[src/rtl/instr_mem_loadable_if.sv]
// Loader + fetch bus for the loadable instruction memory.
//  master : program loader / fetch stage side (drives requests and load words)
//  slave  : the memory itself (drives handshake readies and fetch results)
//  Loader : ld_start, ld_valid, ld_ready, ld_data, ld_last
//  Fetch  : f_req, f_ready, f_addr, f_valid, f_data, f_misalign
//  Status : loaded_words (number of program words currently held)
interface instr_mem_loadable_if #(
  parameter int DWIDTH = 32,
  parameter int WIDTH  = 8,
  parameter int DEPTH  = 2 ** (WIDTH - 2)
);
  localparam int LWIDTH = $clog2(DEPTH + 1);

  logic              ld_start;
  logic              ld_valid;
  logic              ld_ready;
  logic [DWIDTH-1:0] ld_data;
  logic              ld_last;
  logic              f_req;
  logic              f_ready;
  logic [WIDTH-1:0]  f_addr;
  logic              f_valid;
  logic [DWIDTH-1:0] f_data;
  logic              f_misalign;
  logic [LWIDTH-1:0] loaded_words;

  modport master (
    output ld_start, ld_valid, ld_data, ld_last, f_req, f_addr,
    input  ld_ready, f_ready, f_valid, f_data, f_misalign, loaded_words
  );

  modport slave (
    input  ld_start, ld_valid, ld_data, ld_last, f_req, f_addr,
    output ld_ready, f_ready, f_valid, f_data, f_misalign, loaded_words
  );
endinterface

[src/rtl/instr_mem_loadable.sv]
// Loadable, synchronous-read instruction memory for the RV32I core.
// A program is streamed in through the loader half of the bus (LOAD state);
// once the last word (or a full array) is accepted the memory serves fetches
// (RUN state) with one-cycle latency. Unloaded or misaligned fetches return NOP.
// Ports:
//  clk  : rising-edge clock
//  rst  : synchronous active-high reset
//  bus  : instr_mem_loadable_if.slave (loader handshake, fetch handshake, loaded_words)
module instr_mem_loadable #(
  parameter int                DWIDTH = 32,
  parameter int                WIDTH  = 8,
  parameter int                DEPTH  = 2 ** (WIDTH - 2),
  parameter logic [DWIDTH-1:0] NOP    = DWIDTH'(32'h00000013)
) (
  input logic                clk,
  input logic                rst,
  instr_mem_loadable_if.slave bus
);
  localparam int IWIDTH = WIDTH - 2;
  localparam int LWIDTH = $clog2(DEPTH + 1);
  localparam int AWIDTH = (DEPTH > 1) ? $clog2(DEPTH) : 1;

  typedef enum logic {
    LOAD = 1'b0,
    RUN  = 1'b1
  } state_t;

  state_t            state;
  state_t            state_next;
  logic [LWIDTH-1:0] ptr;
  logic [LWIDTH-1:0] count;
  logic [DWIDTH-1:0] mem [DEPTH];
  logic              ld_fire;
  logic              f_fire;
  logic              last_slot;
  logic [IWIDTH-1:0] idx;
  logic              aligned;
  logic              hit;

  assign ld_fire   = bus.ld_valid & bus.ld_ready;
  assign f_fire    = bus.f_req & bus.f_ready;
  assign last_slot = (ptr == LWIDTH'(DEPTH - 1));
  assign idx       = bus.f_addr[WIDTH-1:2];
  assign aligned   = (bus.f_addr[1:0] == 2'b00);
  // count never exceeds DEPTH, so this also rejects indices beyond the array
  assign hit       = aligned && (32'(idx) < 32'(count));

  assign bus.loaded_words = count;

  // State register
  always_ff @(posedge clk) begin
    if (rst) begin
      state <= LOAD;
    end else begin
      state <= state_next;
    end
  end

  // Next-state logic: leave LOAD on the final word, leave RUN on a reload request
  always_comb begin
    state_next = state;
    case (state)
      LOAD:    if (ld_fire && (bus.ld_last || last_slot)) state_next = RUN;
      RUN:     if (bus.ld_start) state_next = LOAD;
      default: state_next = LOAD;
    endcase
  end

  // Handshake outputs: the two ports are never open at the same time
  always_comb begin
    bus.ld_ready = (state == LOAD);
    bus.f_ready  = (state == RUN);
  end

  // Load pointer and loaded word count; a reload request discards the program
  always_ff @(posedge clk) begin
    if (rst) begin
      ptr   <= '0;
      count <= '0;
    end else if ((state == RUN) && bus.ld_start) begin
      ptr   <= '0;
      count <= '0;
    end else if (ld_fire) begin
      ptr   <= ptr + 1'b1;
      count <= ptr + 1'b1;
    end
  end

  // Storage array is never cleared; count alone decides which words are valid
  always_ff @(posedge clk) begin
    if (ld_fire && !rst) begin
      mem[ptr[AWIDTH-1:0]] <= bus.ld_data;
    end
  end

  // Registered fetch; results hold between accepted requests
  always_ff @(posedge clk) begin
    if (rst) begin
      bus.f_valid    <= 1'b0;
      bus.f_data     <= NOP;
      bus.f_misalign <= 1'b0;
    end else begin
      bus.f_valid <= f_fire;
      if (f_fire) begin
        bus.f_misalign <= ~aligned;
        bus.f_data     <= hit ? mem[idx[AWIDTH-1:0]] : NOP;
      end
    end
  end
endmodule

[src/flat_wrapper.sv]
// flat-port wrapper written by rule: the top's interface ports become plain ports
module instr_mem_loadable_flat 
#(
  parameter int                DWIDTH = 32,
  parameter int                WIDTH  = 8,
  parameter int                DEPTH  = 2 ** (WIDTH - 2),
  parameter logic [DWIDTH-1:0] NOP    = DWIDTH'(32'h00000013)
)
  (clk, rst, bus_ld_start, bus_ld_valid, bus_ld_data, bus_ld_last, bus_f_req, bus_f_addr, bus_ld_ready, bus_f_ready, bus_f_valid, bus_f_data, bus_f_misalign, bus_loaded_words);
  instr_mem_loadable_if #(.DWIDTH(DWIDTH), .WIDTH(WIDTH), .DEPTH(DEPTH)) bus_i ();
  input logic clk;
  input logic rst;
  input wire logic [$bits(bus_i.ld_start)-1:0] bus_ld_start;
  input wire logic [$bits(bus_i.ld_valid)-1:0] bus_ld_valid;
  input wire logic [$bits(bus_i.ld_data)-1:0] bus_ld_data;
  input wire logic [$bits(bus_i.ld_last)-1:0] bus_ld_last;
  input wire logic [$bits(bus_i.f_req)-1:0] bus_f_req;
  input wire logic [$bits(bus_i.f_addr)-1:0] bus_f_addr;
  output wire logic [$bits(bus_i.ld_ready)-1:0] bus_ld_ready;
  output wire logic [$bits(bus_i.f_ready)-1:0] bus_f_ready;
  output wire logic [$bits(bus_i.f_valid)-1:0] bus_f_valid;
  output wire logic [$bits(bus_i.f_data)-1:0] bus_f_data;
  output wire logic [$bits(bus_i.f_misalign)-1:0] bus_f_misalign;
  output wire logic [$bits(bus_i.loaded_words)-1:0] bus_loaded_words;
  assign bus_i.ld_start = bus_ld_start;
  assign bus_i.ld_valid = bus_ld_valid;
  assign bus_i.ld_data = bus_ld_data;
  assign bus_i.ld_last = bus_ld_last;
  assign bus_i.f_req = bus_f_req;
  assign bus_i.f_addr = bus_f_addr;
  assign bus_ld_ready = bus_i.ld_ready;
  assign bus_f_ready = bus_i.f_ready;
  assign bus_f_valid = bus_i.f_valid;
  assign bus_f_data = bus_i.f_data;
  assign bus_f_misalign = bus_i.f_misalign;
  assign bus_loaded_words = bus_i.loaded_words;
  instr_mem_loadable #(.DWIDTH(DWIDTH), .WIDTH(WIDTH), .DEPTH(DEPTH), .NOP(NOP)) u_core (.clk(clk), .rst(rst), .bus(bus_i));
endmodule
[config.mk]
export PLATFORM = sky130hd
export DESIGN_NAME = instr_mem_loadable_flat
export DESIGN_NICKNAME = d
export VERILOG_FILES = /design/src/rtl/instr_mem_loadable_if.sv /design/src/rtl/instr_mem_loadable.sv /design/src/flat_wrapper.sv
export SDC_FILE = /design/constraint.sdc
export NUM_CORES = 2
export LEC_CHECK = 0
export CAP_MARGIN = 20
export CORE_MARGIN = 2
export CORE_UTILIZATION = 45
export DETAILED_ROUTE_END_ITERATION = 7
export PLACE_DENSITY = 0.69
export REMOVE_ABC_BUFFERS = 1
export SLEW_MARGIN = 10
export SYNTH_ARGS = -nofsm -noshare
export SYNTH_HDL_FRONTEND = slang
export SYNTH_SLANG_ARGS = --single-unit
[constraint.sdc]
create_clock -name clk -period 3.3 [get_ports clk]
set_input_delay 0.495 -clock clk [delete_from_list [all_inputs] [get_ports clk]]
set_output_delay 0.495 -clock clk [all_outputs]
set_load 0.05 [all_outputs]
======== After elaboration in Yosys (flattened, before gate mapping) ========
Memories as Yosys holds them, arrays and structs flattened.
Index checks and enable logic that the tools add are counted.
storage, ports and cells
  memories kept ........................... 1
  bits of input ports ..................... 46
  RAM bits ................................ 2048
  bits in registers ....................... 42
  output and inout bits ................... 43
  logic and storage cells ................. 27
cells by class
  order comparisons ....................... 1
  reduce and logical (&&, ||, !) cells .... 8
  equality and inequality tests ........... 1
  add/sub/neg operators ................... 1
  multiplexer cells ....................... 6
  bitwise gates (word level) .............. 4
memories
  name        depth  bits a word  rd ports  clocked after Yosys merged registers in  write ports  line                      text
  u_core.mem  64     32           1         0                                        1            instr_mem_loadable.sv:32  logic [DWIDTH-1:0] mem [DEPTH];
operators by type and width
  operator             number
  $mux 32              1
  $add 7x1->7 const B  1
  $eq 7x6->1 const B   1
  $lt 6x7->1           1
  $logic_and 1x1->1    4
  $mux 1               4
  $and 1x1->1          2
  $logic_not 2->1      1
  $not 1->1            2
  $pmux 1 s2           1
  $reduce_or 2->1      1
  $logic_not 1->1      1
  $logic_or 1x1->1     1

======== Longest topological paths before layout ========
  depth after elaboration ................. 5
  mapped depth ............................ 11
  mapped depth without buffers ............ 8

======== Least setup slack after synthesis ========
OpenSTA, ideal clock, no wires.
  path kind ............................... register -> register
  start ................................... reg u_core.state (netlist: u_core.bus.f_ready)
  end ..................................... mem u_core.mem[14][0], enable pin
  slack ................................... -0.218 ns
  buffers on the path ..................... 0
  period minus slack after synthesis ...... 3.518 ns
  data arrival time ....................... 3.097 ns
  data required time ...................... 2.879 ns
  setup time .............................. 0.421 ns
  stages on the path, launching flop included .. 6
  cell sequence ........................... dfxtp_1 inv_1 nand2_1 nor3_1 nand3_1 nor2_1
between the ends
  cells in the longest elaborated chain, start to end .. 5
RTL lines
  what                          line                      text
  start, declared               instr_mem_loadable.sv:28  state_t state;
  start signal, assigned        instr_mem_loadable.sv:55  state <= state_next;
  $not 1->1                     instr_mem_loadable.sv:71  bus.ld_ready = (state == LOAD);
  via bus_ld_ready              flat_wrapper.sv:19        output wire logic [$bits(bus_i.ld_ready)-1:0] bus_ld_ready;
  $and 1x1->1                   instr_mem_loadable.sv:40  assign ld_fire = bus.ld_valid & bus.ld_ready;
  $logic_and 1x1->1             instr_mem_loadable.sv:91  if (ld_fire && !rst) begin
  $mux 1                        instr_mem_loadable.sv:91
  $mux 1 (not written as such)  instr_mem_loadable.sv:92  mem[ptr[AWIDTH-1:0]] <= bus.ld_data;
  end, declared                 instr_mem_loadable.sv:32
The timed path passes the listed nets, and every way through them passes these cells.

======== Worst setup path in the final report ========
  start ................................... reg u_core.count[4] (netlist: u_core.bus.loaded_words[4])
  end ..................................... reg u_core.bus.f_data[21]
between the ends
  cells in the longest elaborated chain, start to end .. 3
RTL lines
  what                    line                         text
  start, declared         instr_mem_loadable.sv:31     logic [LWIDTH-1:0] count;
  start signal, assigned  instr_mem_loadable.sv:85     count <= ptr + 1'b1;
  $lt 6x7->1              instr_mem_loadable.sv:46     assign hit = aligned && (32'(idx) < 32'(count));
  $logic_and 1x1->1       instr_mem_loadable.sv:46
  $mux 32                 instr_mem_loadable.sv:106    bus.f_data <= hit ? mem[idx[AWIDTH-1:0]] : NOP;
  end signal, assigned    instr_mem_loadable.sv:106
  end, declared           instr_mem_loadable_if.sv:34  output ld_ready, f_ready, f_valid, f_data, f_misalign, loaded_words
Every way passes these cells.
A chain may end at the register's enable or synchronous reset.

==> summary.txt <==
Result of the run - completed
Worst path slowest cell - sky130_fd_sc_hd__a2111oi_0
Number of input and output port buffers inserted - 88
Top fanout value on the critical path - 23
DP Cell Count - 6112
Post-synth ARST share - 0
Maximum number of pins on one net before global-route repair - 65
Area Growth Syn to Fin - 16.7%
Part of the power in registers - 0.539
Vias in the first global route - 40.0k
Largest stage delay on the critical path - 540 ps
Core area - 0.176 sq mm
Final global-route overflow total - 0
Power share of the clock group - 0.411
Most frequent cell after synthesis - sky130_fd_sc_hd__edfxtp_1
Overall track demand over capacity in global routing - 0.244
Post-route fraction of the period consumed by the critical path - 0.920
Cell area after synthesis - 0.0800 sq mm
Post-route non-filler standard cell count - 6500
Clk Latency, worst-skew pair - 860 ps
Routed Antenna Nets - 0
Critical setup path kind - flop to flop
Pwr Density - 581 mW/mm^2
Synthesis Warnings - 0
Kind of end point of the critical path - flop
Internal Dissipation - 0.0426 W
Part of the power in combinational logic - 0.050
DRC violation total after the first TritonRoute iteration - 6522
Worst Clk Skew - 44.5 ps
CP Cell Sequence - clkinv_1, ha_1, a21o_1, a21oi_1, o211ai_1, or2_1, buf_12, a2111oi_0, a32o_1
Average routed wire per standard cell - 34.0 microns
# Max-Cap Violations - 0
Horizontal die dimension - 426 microns
Number of rows in the core area - 154
Most used DFF post-synth - sky130_fd_sc_hd__edfxtp_1
Hold/Removal Path Class - input port to flop
Number of vias after detailed routing - 40.8k
Final min period - 3030 ps
Count of state elements after synthesis - 2090
Cts-stage hold buffer count - 0
Area of the die - 0.181 sq mm
Number of CTS-inserted buffers - 196
Number of standard cells after synthesis - 3557
Final setup vio count - 0
Routed wire length - 221000 microns
Top cell family by delay on the critical path - compound AO/OA/AOI/OAI gates
Type of element launching the critical path - flop
Number of resized instances in the post-cts repair step - 0
Final max-slew violation count - 0
Initial antenna violation count - 15
Required @ worst endpoint - 4070 ps
Slew headroom - 0.244
Worst voltage drop across the vdd grid - 0.747 mV
Arr. time, crit path - 3800 ps
Top cells by count, synth - sky130_fd_sc_hd__edfxtp_1 (2048), sky130_fd_sc_hd__mux4_2 (514), sky130_fd_sc_hd__nor2_1 (129)
Setup TNS - 0 ps
Static leakage - 29.2 nW
Switch Pwr - 0.0116 W
Count of boundary I/O pins - 89
Clock edge transition at the registers on the reported setup and hold paths - 60 ps
Clock sinks - 2090
Fmax - 330 MHz
Synth area leaders - sky130_fd_sc_hd__edfxtp_1 (77%), sky130_fd_sc_hd__mux4_2 (14%), sky130_fd_sc_hd__mux2i_1 (1.1%)
Proportion of synthesized chip area in sequential cells - 0.780
DRC violations left - 0
Global-route wire length before repair - 308000 microns
Setup repair after global routing missed its margin - false
Buffer type at the clock tree root - sky130_fd_sc_hd__clkbuf_16
Via density per instance - 6.27
Count of buffering cells on the critical path with inverters included - 2
Global placement routability congestion - 0.833
Fraction of synthesized cell area taken by the top area cell type - 0.769
Net Sw Frac - 0.214
Number of distinct standard cells referenced by the synthesized netlist - 60
Transition time at the pin with the least slew margin - 1130 ps
Detailed-router iteration count before antenna repair - 6
Maximum level of the CTS H-tree - 4
CTS tree - yes
Syn avg cell area - 22.5 sq um
Final Hold Vio Count - 0
Setup fix buffers added after clock tree synthesis - 0
Max Buffers Root-to-Sink - 3
Vert. Die Dim - 426 microns
Share of final-layout standard cells stronger than drive strength 1 - 0.304
Number of enable-type register cells in the synthesized netlist - 2048
Effective utilization at floorplan - 0.454
Most area-hungry cell type in the Yosys netlist - sky130_fd_sc_hd__edfxtp_1
Layout net count - 4041
Post-detailed-placement half-perimeter wirelength - 131000 microns
kinds of logic (layout without fill, tap and decap cells):
logic type / after synthesis / in the layout / synth area share
AND/OR/NAND/NOR: 373 / 373 / 0.0220
adder cells (fa/ha/maj): 6 / 6 / 0.000939
other: 0 / 5 / 0
multiplexers: 631 / 631 / 0.160
buffers and inverters: 193 / 791 / 0.0146
XOR/XNOR: 5 / 5 / 0.000548
flip-flops: 2090 / 2090 / 0.780
AO/OA/AOI/OAI: 259 / 259 / 0.0224
metrics by stage:
step                       util  hold WS, ps  total power [W]  setup slack, ps  instance area [sq um]
after floorplan               -          564           0.0308             -219                  78800
after global placement    0.491          457           0.0324             -525                  86500
after detailed placement  0.491          467           0.0324             -425                  86500
after CTS                 0.527         32.0           0.0543              246                  92900
after global routing      0.529         12.4           0.0555             39.0                  93300
final                     0.529         30.0           0.0542              266                  93300
power groups by stage:
stage | registers (W) | logic [W] | clock network, W
after floorplan | 0.0298 | 0.000978 | 0
final | 0.0292 | 0.00272 | 0.0223
after global placement | 0.0298 | 0.00260 | 0
after CTS | 0.0292 | 0.00266 | 0.0225
after global routing | 0.0292 | 0.00285 | 0.0235
after detailed placement | 0.0298 | 0.00265 | 0
area by class of cell:
cell class	instances	area (sq um)
fillers	13200	83000
well taps	2340	2930
diodes	5	12.5
clock buffers	252	5260
inverters	8	30.0
flip-flops and latches	2090	62300
repair buffers	419	4650
clock inverters	112	1110
multi-input cells	1274	17000
worst paths after layout:
check	cells after the start	endpoint	slack [ps]	startpoint
setup / recovery	9	u_core.bus.f_data[21]	270	u_core.bus.loaded_words[4]
hold / removal	1	u_core.mem[0][31]	30	bus_ld_data[31]
setup reg to reg	9	u_core.bus.f_data[21]	270	u_core.bus.loaded_words[4]
hold reg to reg	2	u_core.bus.f_data[27]	510	u_core.bus.f_data[27]
placed cells by master, fill, tap and decap left out, types with 41 or more instances in the layout:
| cell type | count |
|---|---|
| sky130_fd_sc_hd__mux2i_1 | 87 |
| sky130_fd_sc_hd__dfxtp_1 | 42 |
| sky130_fd_sc_hd__clkbuf_1 | 44 |
| sky130_fd_sc_hd__edfxtp_1 | 2048 |
| sky130_fd_sc_hd__nor2_4 | 64 |
| sky130_fd_sc_hd__clkdlybuf4s50_1 | 50 |
| sky130_fd_sc_hd__nand2_1 | 80 |
| sky130_fd_sc_hd__a22oi_1 | 41 |
| sky130_fd_sc_hd__mux4_2 | 514 |
| sky130_fd_sc_hd__o22ai_1 | 50 |
| sky130_fd_sc_hd__buf_12 | 112 |
| sky130_fd_sc_hd__clkinv_1 | 44 |
| sky130_fd_sc_hd__buf_4 | 221 |
| sky130_fd_sc_hd__clkbuf_16 | 198 |
| sky130_fd_sc_hd__nor2_1 | 65 |
registers in the layout, summed over array words and instances (netlist names):
name	count
u_core.bus.loaded_words	7
u_core.mem	2048
u_core.bus.f_valid	1
u_core.bus.f_ready	1
u_core.bus.f_data	32
u_core.bus.f_misalign	1
layer usage:
metal | vias to the layer above | GRT usage | wire length, microns | part of all wire
li1 | 16000 | - | - | -
met1 | 21700 | 0.338 | 83600 | 0.38
met2 | 2685 | 0.383 | 105000 | 0.48
met3 | 416 | 0.0550 | 24200 | 0.11
met4 | 12 | 0.0861 | 7990 | 0.036
met5 | - | 0 | 83 | 0.00038
(Power assumes the default switching activity.)
